<file path="config.mk">
export PLATFORM = sky130hd
export DESIGN_NAME = fetch_queue_unit
export DESIGN_NICKNAME = d
export VERILOG_FILES = /design/src/rtl/fetch_queue_unit_pkg.sv /design/src/rtl/fetch_queue_unit_sync_fifo.sv /design/src/rtl/fetch_queue_unit.sv
export SDC_FILE = /design/constraint.sdc
export NUM_CORES = 1
export LEC_CHECK = 0
export ABC_AREA = 1
export BUFFER_PORTS_ARGS = -buffer_cell sky130_fd_sc_hd__buf_2
export CAP_MARGIN = 0
export CORE_ASPECT_RATIO = 0.8
export CORE_MARGIN = 1.5
export CORE_UTILIZATION = 62
export CTS_BUF_LIST = sky130_fd_sc_hd__clkbuf_8
export DETAILED_ROUTE_END_ITERATION = 7
export PLACE_DENSITY = 0.8
export SLEW_MARGIN = 20
export SYNTH_ARGS = -nofsm -noshare
export SYNTH_HDL_FRONTEND = slang
export SYNTH_HIERARCHICAL = 1
export SYNTH_SLANG_ARGS = --single-unit
</file>
<file path="constraint.sdc">
create_clock -name clk -period 9.92 [get_ports clk]
set_input_delay 1.984 -clock clk [delete_from_list [all_inputs] [get_ports clk]]
set_output_delay 1.984 -clock clk [all_outputs]
set_load 0.005 [all_outputs]
</file>
<file path="src/rtl/fetch_queue_unit_pkg.sv">
// Shared types and constants for the instruction-fetch front end.
package fetch_pkg;

  typedef logic [1:0] fetch_state_e;

  localparam fetch_state_e S_IDLE  = 2'd0;
  localparam fetch_state_e S_RUN   = 2'd1;
  localparam fetch_state_e S_DRAIN = 2'd2;
  localparam fetch_state_e S_HALT  = 2'd3;

  localparam int INST_BYTES = 4;
  localparam logic [31:0] NOP = 32'h00000013;

  function automatic logic is_fetching(input fetch_state_e s);
    return (s == S_RUN) || (s == S_DRAIN);
  endfunction

endpackage

</file>
<file path="src/rtl/fetch_queue_unit_sync_fifo.sv">
// Small synchronous FIFO with flush; head is read combinationally from the array.
module sync_fifo #(
  parameter int WIDTH = 64,
  parameter int DEPTH = 4
) (
  input  logic                    clk,
  input  logic                    nrst,
  input  logic                    push,
  input  logic                    pop,
  input  logic                    flush,
  input  logic [WIDTH-1:0]        din,
  output logic [WIDTH-1:0]        dout,
  output logic [$clog2(DEPTH):0]  count
);
  localparam int AW = $clog2(DEPTH);
  localparam logic [AW:0] FULL_CNT = (AW+1)'(DEPTH);

  logic [WIDTH-1:0] mem [DEPTH];
  logic [AW-1:0]    wr_ptr_reg;
  logic [AW-1:0]    rd_ptr_reg;
  logic [AW:0]      count_reg;
  logic             do_push;
  logic             do_pop;

  assign do_pop  = pop && (count_reg != '0);
  // A push into a full queue is only accepted when the head leaves in the same cycle.
  assign do_push = push && ((count_reg != FULL_CNT) || do_pop);

  always_ff @(posedge clk) begin
    if (!nrst || flush) begin
      wr_ptr_reg <= '0;
      rd_ptr_reg <= '0;
      count_reg  <= '0;
    end else begin
      if (do_push) wr_ptr_reg <= wr_ptr_reg + AW'(1);
      if (do_pop)  rd_ptr_reg <= rd_ptr_reg + AW'(1);
      count_reg <= count_reg + (AW+1)'(do_push) - (AW+1)'(do_pop);
    end
  end

  always_ff @(posedge clk) begin
    if (do_push) mem[wr_ptr_reg] <= din;
  end

  assign dout  = mem[rd_ptr_reg];
  assign count = count_reg;

endmodule

</file>
<file path="src/rtl/fetch_queue_unit.sv">
// Instruction-fetch front end: PC, credit-limited imem requests, response queue and
// redirect handling that flushes the queue and discards stale responses.
module fetch_queue_unit
  import fetch_pkg::*;
#(
  parameter int              XLEN     = 32,
  parameter int              ILEN     = 32,
  parameter int              DEPTH    = 4,
  parameter logic [XLEN-1:0] RESET_PC = '0
) (
  input  logic                     clk,
  input  logic                     nrst,
  output logic                     req_valid,
  input  logic                     req_ready,
  output logic [XLEN-1:0]          req_addr,
  input  logic                     resp_valid,
  input  logic [ILEN-1:0]          resp_data,
  input  logic                     redirect,
  input  logic [XLEN-1:0]          redirect_pc,
  input  logic                     halt,
  output logic                     inst_valid,
  input  logic                     inst_ready,
  output logic [ILEN-1:0]          inst_data,
  output logic [XLEN-1:0]          inst_pc,
  output logic                     misalign_err,
  output logic [$clog2(DEPTH):0]   occupancy
);
  localparam int AW = $clog2(DEPTH);
  localparam int CW = AW + 1;
  localparam int EW = XLEN + ILEN;
  localparam logic [CW:0] CREDITS = (CW+1)'(DEPTH);

  fetch_state_e    state_reg, state_next;
  logic [XLEN-1:0] pc_reg, pc_next;
  logic [CW-1:0]   outstanding_reg, outstanding_next;
  logic [CW-1:0]   drop_cnt_reg, drop_cnt_next;
  logic            misalign_err_reg;

  logic [XLEN-1:0] tag_mem [DEPTH];
  logic [AW-1:0]   tag_wr_reg;
  logic [AW-1:0]   tag_rd_reg;

  logic            issue;
  logic            resp_ok;
  logic            resp_drop;
  logic            resp_keep;
  logic [CW:0]     credit_sum;
  logic [EW-1:0]   fifo_dout;

  // Queued entries plus in-flight requests never exceed DEPTH, so pushes cannot overflow.
  assign credit_sum = {1'b0, occupancy} + {1'b0, outstanding_reg};
  assign req_valid  = is_fetching(state_reg) && !halt && !redirect && (credit_sum < CREDITS);
  assign req_addr   = pc_reg;
  assign issue      = req_valid && req_ready;

  assign resp_ok   = resp_valid && (outstanding_reg != '0);
  assign resp_drop = resp_ok && (drop_cnt_reg != '0);
  assign resp_keep = resp_ok && !resp_drop && !redirect;

  assign outstanding_next = outstanding_reg + CW'(issue) - CW'(resp_ok);

  always_comb begin
    drop_cnt_next = drop_cnt_reg - CW'(resp_drop);
    pc_next       = pc_reg;
    if (redirect) begin
      // Everything still in flight after this cycle belongs to the old path.
      drop_cnt_next = outstanding_next;
      pc_next       = {redirect_pc[XLEN-1:2], 2'b00};
    end else if (issue) begin
      pc_next = pc_reg + XLEN'(INST_BYTES);
    end
  end

  always_comb begin
    state_next = S_IDLE;
    if (state_reg != S_IDLE) begin
      if (halt)                      state_next = S_HALT;
      else if (drop_cnt_next != '0)  state_next = S_DRAIN;
      else                           state_next = S_RUN;
    end else begin
      state_next = S_RUN;
    end
  end

  always_ff @(posedge clk) begin
    if (!nrst) begin
      state_reg        <= S_IDLE;
      pc_reg           <= RESET_PC;
      outstanding_reg  <= '0;
      drop_cnt_reg     <= '0;
      misalign_err_reg <= 1'b0;
    end else begin
      state_reg        <= state_next;
      pc_reg           <= pc_next;
      outstanding_reg  <= outstanding_next;
      drop_cnt_reg     <= drop_cnt_next;
      misalign_err_reg <= redirect && (redirect_pc[1:0] != 2'b00);
    end
  end

  // Tag ring holds the PCs of in-flight requests whose responses will be kept.
  always_ff @(posedge clk) begin
    if (!nrst || redirect) begin
      tag_wr_reg <= '0;
      tag_rd_reg <= '0;
    end else begin
      if (issue)     tag_wr_reg <= tag_wr_reg + AW'(1);
      if (resp_keep) tag_rd_reg <= tag_rd_reg + AW'(1);
    end
  end

  always_ff @(posedge clk) begin
    if (issue) tag_mem[tag_wr_reg] <= pc_reg;
  end

  sync_fifo #(
    .WIDTH (EW),
    .DEPTH (DEPTH)
  ) u_queue (
    .clk   (clk),
    .nrst  (nrst),
    .push  (resp_keep),
    .pop   (inst_valid && inst_ready && !redirect),
    .flush (redirect),
    .din   ({tag_mem[tag_rd_reg], resp_data}),
    .dout  (fifo_dout),
    .count (occupancy)
  );

  assign inst_valid   = (occupancy != '0);
  assign inst_pc      = fifo_dout[ILEN +: XLEN];
  assign inst_data    = fifo_dout[ILEN-1:0];
  assign misalign_err = misalign_err_reg;

endmodule

</file>
**Word level (Yosys, flattened, before mapping)**

Memory sizes are Yosys's and may differ from the RTL's. A register that Yosys moved wholly into a read port is not among the register bits.
Index checks and enable logic that the tools add are counted.
Widths: inputs -> output; s select.

- $add $sub $neg: 11
- Order comparisons: 1
- Equal/unequal tests: 3
- Muxes and demuxes: 14
- Bitwise operators: 1
- Reduce and logical (&&, ||, !) cells: 29

Operators by type and width:

| kind | count |
|---|---|
| $mux 32 | 2 |
| $add 32x3->32 const B | 1 |
| $logic_and 1x1->1 | 13 |
| $mux 2 | 6 |
| $reduce_bool 3->1 | 4 |
| $sub 3x1->3 | 3 |
| $add 2x1->2 const B | 4 |
| $add 3x1->3 | 2 |
| $reduce_bool 2->1 | 3 |
| $mux 1 | 5 |
| $add 3x3->4 | 1 |
| $logic_not 1->1 | 4 |
| $lt 4x3->1 const B | 1 |
| $logic_or 1x1->1 | 3 |
| $mux 3 | 1 |
| $ne 3x3->1 const B | 1 |
| $eq 2x1->1 const B | 1 |
| $eq 2x2->1 const B | 1 |
| $reduce_and 2->1 | 1 |
| $reduce_or 2->1 | 1 |
| $not 1->1 | 1 |

- Bits in registers: 52
- RAM bits: 384
- Input port bits: 71
- Output and inout port bits: 102
- Word-level logic and storage cells: 73
- Memories kept: 2

Memory list:

| memory | depth | bits a word | read ports | clocked after memory_dff | wr ports | RTL line | text |
|---|---|---|---|---|---|---|---|
| u_queue.mem | 4 | 64 | 1 | 1 | 1 | fetch_queue_unit_sync_fifo.sv:18 | `logic [WIDTH-1:0] mem [DEPTH];` |
| tag_mem | 4 | 32 | 1 | 1 | 1 | fetch_queue_unit.sv:39 | `logic [XLEN-1:0] tag_mem [DEPTH];` |

**Depth between registers and ports, before layout**

- Depth after elaboration: 13
- Gate-level depth with buffers: 17
- Gate-level depth less buffers: 16

**Cells and area by module**

The synthesis kept the hierarchy.

Modules (own cells, without submodules):

| module | times used | cells each | area an instance (µm²) | sequential area each (µm²) |
|---|---|---|---|---|
| sync_fifo | 1 | 688 | 9989.6 | 7867.5 |
| fetch_queue_unit | 1 | 788 | 7551.0 | 4504.3 |

**Worst setup path after synthesis**

OpenSTA, ideal clock, no wires.

- Path type: input port to flip-flop
- Start: in redirect
- End: mem u_queue.mem[0][0], enable pin
- Library setup time: 487 ps
- Arrival: 5648 ps
- Data required time: 9433 ps
- Slack: 3786 ps
- Cell stages on the path: 8
- Buffers on the path: 1
- Path through: inv_2 buf_1 nand2_1 nor2_1 nor2_1 nand2_1 nand2_1 nor2_1

- Longest elaborated chain between the ends: 7
- Elaborated cells on any way between the ends: 8
- Those cells by class: mux (2); reduce/logical (6)

Ends and longest elaborated chain:

| what | RTL line | text |
|---|---|---|
| start, declared | fetch_queue_unit.sv:18 | `input logic redirect,` |
| $logic_not 1->1 (*) | fetch_queue_unit.sv:58, fetch_queue_unit.sv:123 |  |
| $logic_and 1x1->1 | fetch_queue_unit.sv:123 | `.pop (inst_valid && inst_ready && !redirect),` |
| $logic_and 1x1->1 | fetch_queue_unit_sync_fifo.sv:25 | `assign do_pop = pop && (count_reg != '0);` |
| $logic_or 1x1->1 | fetch_queue_unit_sync_fifo.sv:27 | `assign do_push = push && ((count_reg != FULL_CNT) \|\| do_pop);` |
| $logic_and 1x1->1 (*) | fetch_queue_unit_sync_fifo.sv:27 |  |
| $mux 1 (*) | fetch_queue_unit_sync_fifo.sv:42 | `if (do_push) mem[wr_ptr_reg] <= din;` |
| $mux 1 (not written as such) (*) | fetch_queue_unit_sync_fifo.sv:42 |  |
| end, declared | fetch_queue_unit_sync_fifo.sv:18 |  |

Mark *: on every way between the ends. The rest lies on a longest branch, timed or not.

==> results.sh <==
export IMPL_antenna_found_initial=0
export IMPL_netlist_cell_type_count=40
export IMPL_p_switching_uw=849
export IMPL_cts_made_buffers=61
export IMPL_routed_wl_mm=36.9
export IMPL_core_area_um2=27600
export IMPL_worstPathRequired_ps=7940
export IMPL_antenna_left=0
export IMPL_synth_area_um2=17500
export IMPL_power_total_uw=3610
export IMPL_worstMarginPinSlew_ps=988
export IMPL_critPathArrivalTime_ps=2970
export IMPL_p_seq_share_pct=57.7
export IMPL_finalSetupTns_ps=0
export IMPL_status="finished clean"
export IMPL_clockPowerShare_pct=34.9
export IMPL_grt_start_max_net_pins=81
export IMPL_grt_pass1_vias=11400
export IMPL_hp_class="reg -> reg"
export IMPL_rsz0062_at_grt="no"
export IMPL_clkTransAtPathRegs_ps=60
export IMPL_die_w_um=191
export IMPL_layout_drive_gt1_share_pct=18.0
export IMPL_setup_violations=0
export IMPL_drt_iter0_markers=1030
export IMPL_fmax_mhz=202
export IMPL_cts_buffer_depth=3
export IMPL_die_area_um2=29300
export IMPL_ir_drop_uv=139
export IMPL_dp_hpwl_mm=22.3
export IMPL_maxSlewViolCount=0
export IMPL_ios=173
export IMPL_cts_hold_buf=0
export IMPL_route_detailed_drc=0
export IMPL_port_buffers=170
export IMPL_htree_num_levels=2
export IMPL_overflow=0
export IMPL_final_common_cell="edfxtp_1"
export IMPL_drt_pass1_iterations=7
export IMPL_final_net_count=1749
export IMPL_synth_seq_cells=430
export IMPL_postSynthAreaPerCell_um2=11.9
export IMPL_cap_violations=0
export IMPL_vias=11700
export IMPL_yosysSeqAreaShare_pct=70.5
export IMPL_wl_per_cell_um=17.8
export IMPL_layout_common_cells="edfxtp_1 (376), nor2_1 (264), buf_2 (170), nand2_1 (162), o21ai_0 (143)"
export IMPL_relSlewSlack_pct=34.1
export IMPL_clock_sinks=430
export IMPL_place_congestion=0.892
export IMPL_skew_ps=30.2
export IMPL_hold_depth=2
export IMPL_p_comb_share_pct=7.4
export IMPL_internal_power_uw=2760
export IMPL_viasPerCell=5.67
export IMPL_die_height_um=153
export IMPL_rows=54
export IMPL_worstPathMaxFanout=80
export IMPL_grtUsageTotal_pct=25.2
export IMPL_hold_violations=0
export IMPL_start_util_pct=63.6
export IMPL_ctsResizeCount=0
export IMPL_diodes=0
export IMPL_p_leak_uw=0.00734
export IMPL_startpoint_type="flop"
export IMPL_ys_warn_count=6
export IMPL_endpoint_kind="primary output"
export IMPL_period_needed_ps=4960
export IMPL_regMostFlops="u_queue/mem"
export IMPL_grt_pass1_wl_mm=58.1
export IMPL_root_buffer="clkbuf_8"
export IMPL_largest_register_ffs=256
export IMPL_p_per_area_nw_per_um2=183
export IMPL_insertion_delay_ps=610
export IMPL_area_growth_pct=12.4
export IMPL_reg2reg_depth=16
export IMPL_switching_share_pct=23.5
export IMPL_cts_tree="done"
export IMPL_syn_instance_count=1476
export IMPL_criticalPathCategory="reg -> out"
export IMPL_post_cts_setup_buffers=0
export IMPL_min_period_over_period_pct=50.0
[per-stage QoR]
step / hold WS (ps) / setup WS [ps] / util [%] / area [µm²] / instances
after floorplan: 462 / 3790 / - / 17600 / 1485
final: 517 / 4960 / 71.5 / 19700 / 2071
after detailed placement: 493 / 4640 / 67.5 / 18600 / 1959
after global routing: 519 / 4730 / 71.5 / 19700 / 2071
after CTS: 506 / 5010 / 71.5 / 19700 / 2071
after global placement: 486 / 4730 / 67.5 / 18600 / 1959
[synth_stat cells]
library cell / n / share of area (%)
a21oi_1: 21 / 0.60
a21oi_2: 5 / 0.25
and2_1: 3 / 0.11
buf_1: 5 / 0.11
buf_2: 12 / 0.34
buf_4: 5 / 0.21
buf_6: 16 / 1.0
clkbuf_1: 34 / 0.73
clkbuf_2: 3 / 0.086
clkinv_1: 1 / 0.021
clkinv_2: 1 / 0.029
conb_1: 1 / 0.021
dfxtp_1: 54 / 6.2
edfxtp_1: 376 / 64
fa_1: 2 / 0.23
ha_1: 18 / 1.3
inv_1: 79 / 1.7
inv_2: 3 / 0.064
inv_4: 1 / 0.036
mux2i_1: 1 / 0.057
nand2_1: 162 / 3.5
nand2_2: 8 / 0.29
nand2_4: 2 / 0.13
nand2_8: 1 / 0.11
nand3_1: 53 / 1.5
nand3_2: 4 / 0.23
nand3b_1: 2 / 0.086
nand4_1: 4 / 0.14
nor2_1: 272 / 5.8
nor2_2: 2 / 0.071
nor2_4: 7 / 0.45
nor2_8: 4 / 0.46
nor3_1: 2 / 0.057
nor3_2: 1 / 0.057
o21ai_0: 143 / 4.1
o21ai_1: 65 / 1.9
o21bai_1: 5 / 0.21
o22ai_1: 94 / 3.4
xnor2_1: 1 / 0.050
xor2_1: 3 / 0.15
[metal layers]
| metal | share of wire (%) | up-vias | track usage [%] |
|---|---|---|---|
| li1 | - | 5596 | - |
| met1 | 42 | 5568 | 36.2 |
| met2 | 47 | 508 | 39.9 |
| met3 | 8.0 | 77 | 4.23 |
| met4 | 2.2 | 0 | 7.81 |
| met5 | 0 | - | 0 |
[critical path, stage by stage (launching register included)]
cell,delay (ps)
dfxtp_4,510
inv_4,460
buf_4,770
nor2_1,80
o22ai_1,310
buf_2,180
[power groups by stage]
stage                     Clock (µW)  Sequential, µW  Combinational (µW)
after floorplan                    0            2110                 166
after global placement             0            2120                 260
after global routing            1350            2090                 309
after detailed placement           0            2120                 269
after CTS                       1280            2080                 269
final                           1260            2080                 268
[cell type report]
type	count	area, µm²
multi-input combinational	895	4480
clock inverter	48	233
fill	1864	7850
inverter	85	323
clock buffer	64	881
tap	364	455
sequential	430	12400
timing repair buffer	185	963
[path summary, 6_finish.rpt]
kind	end	slack, ps	startpoint
max	inst_pc[18]	4960	flop
min	flop	520	u_queue/rd_ptr_reg[1]
max reg2reg	state_reg[1]	6450	outstanding_reg[1]
min reg2reg	flop	520	u_queue/rd_ptr_reg[1]
[logic make-up (layout without fill, tap and decap cells)]
kind of cell	count (synthesis)	in the layout	synth area share, %
buffers and inverters	160	382	4.34
other	1	10	0.0214
adder cells (fa/ha/maj)	20	20	1.51
flip-flops	430	430	70.5
AND/OR/NAND/NOR	527	527	13.0
XOR/XNOR	4	4	0.200
AO/OA/AOI/OAI	333	333	10.4
multiplexers	1	1	0.0571
No activity file was read; power rests on OpenSTA's default activity.
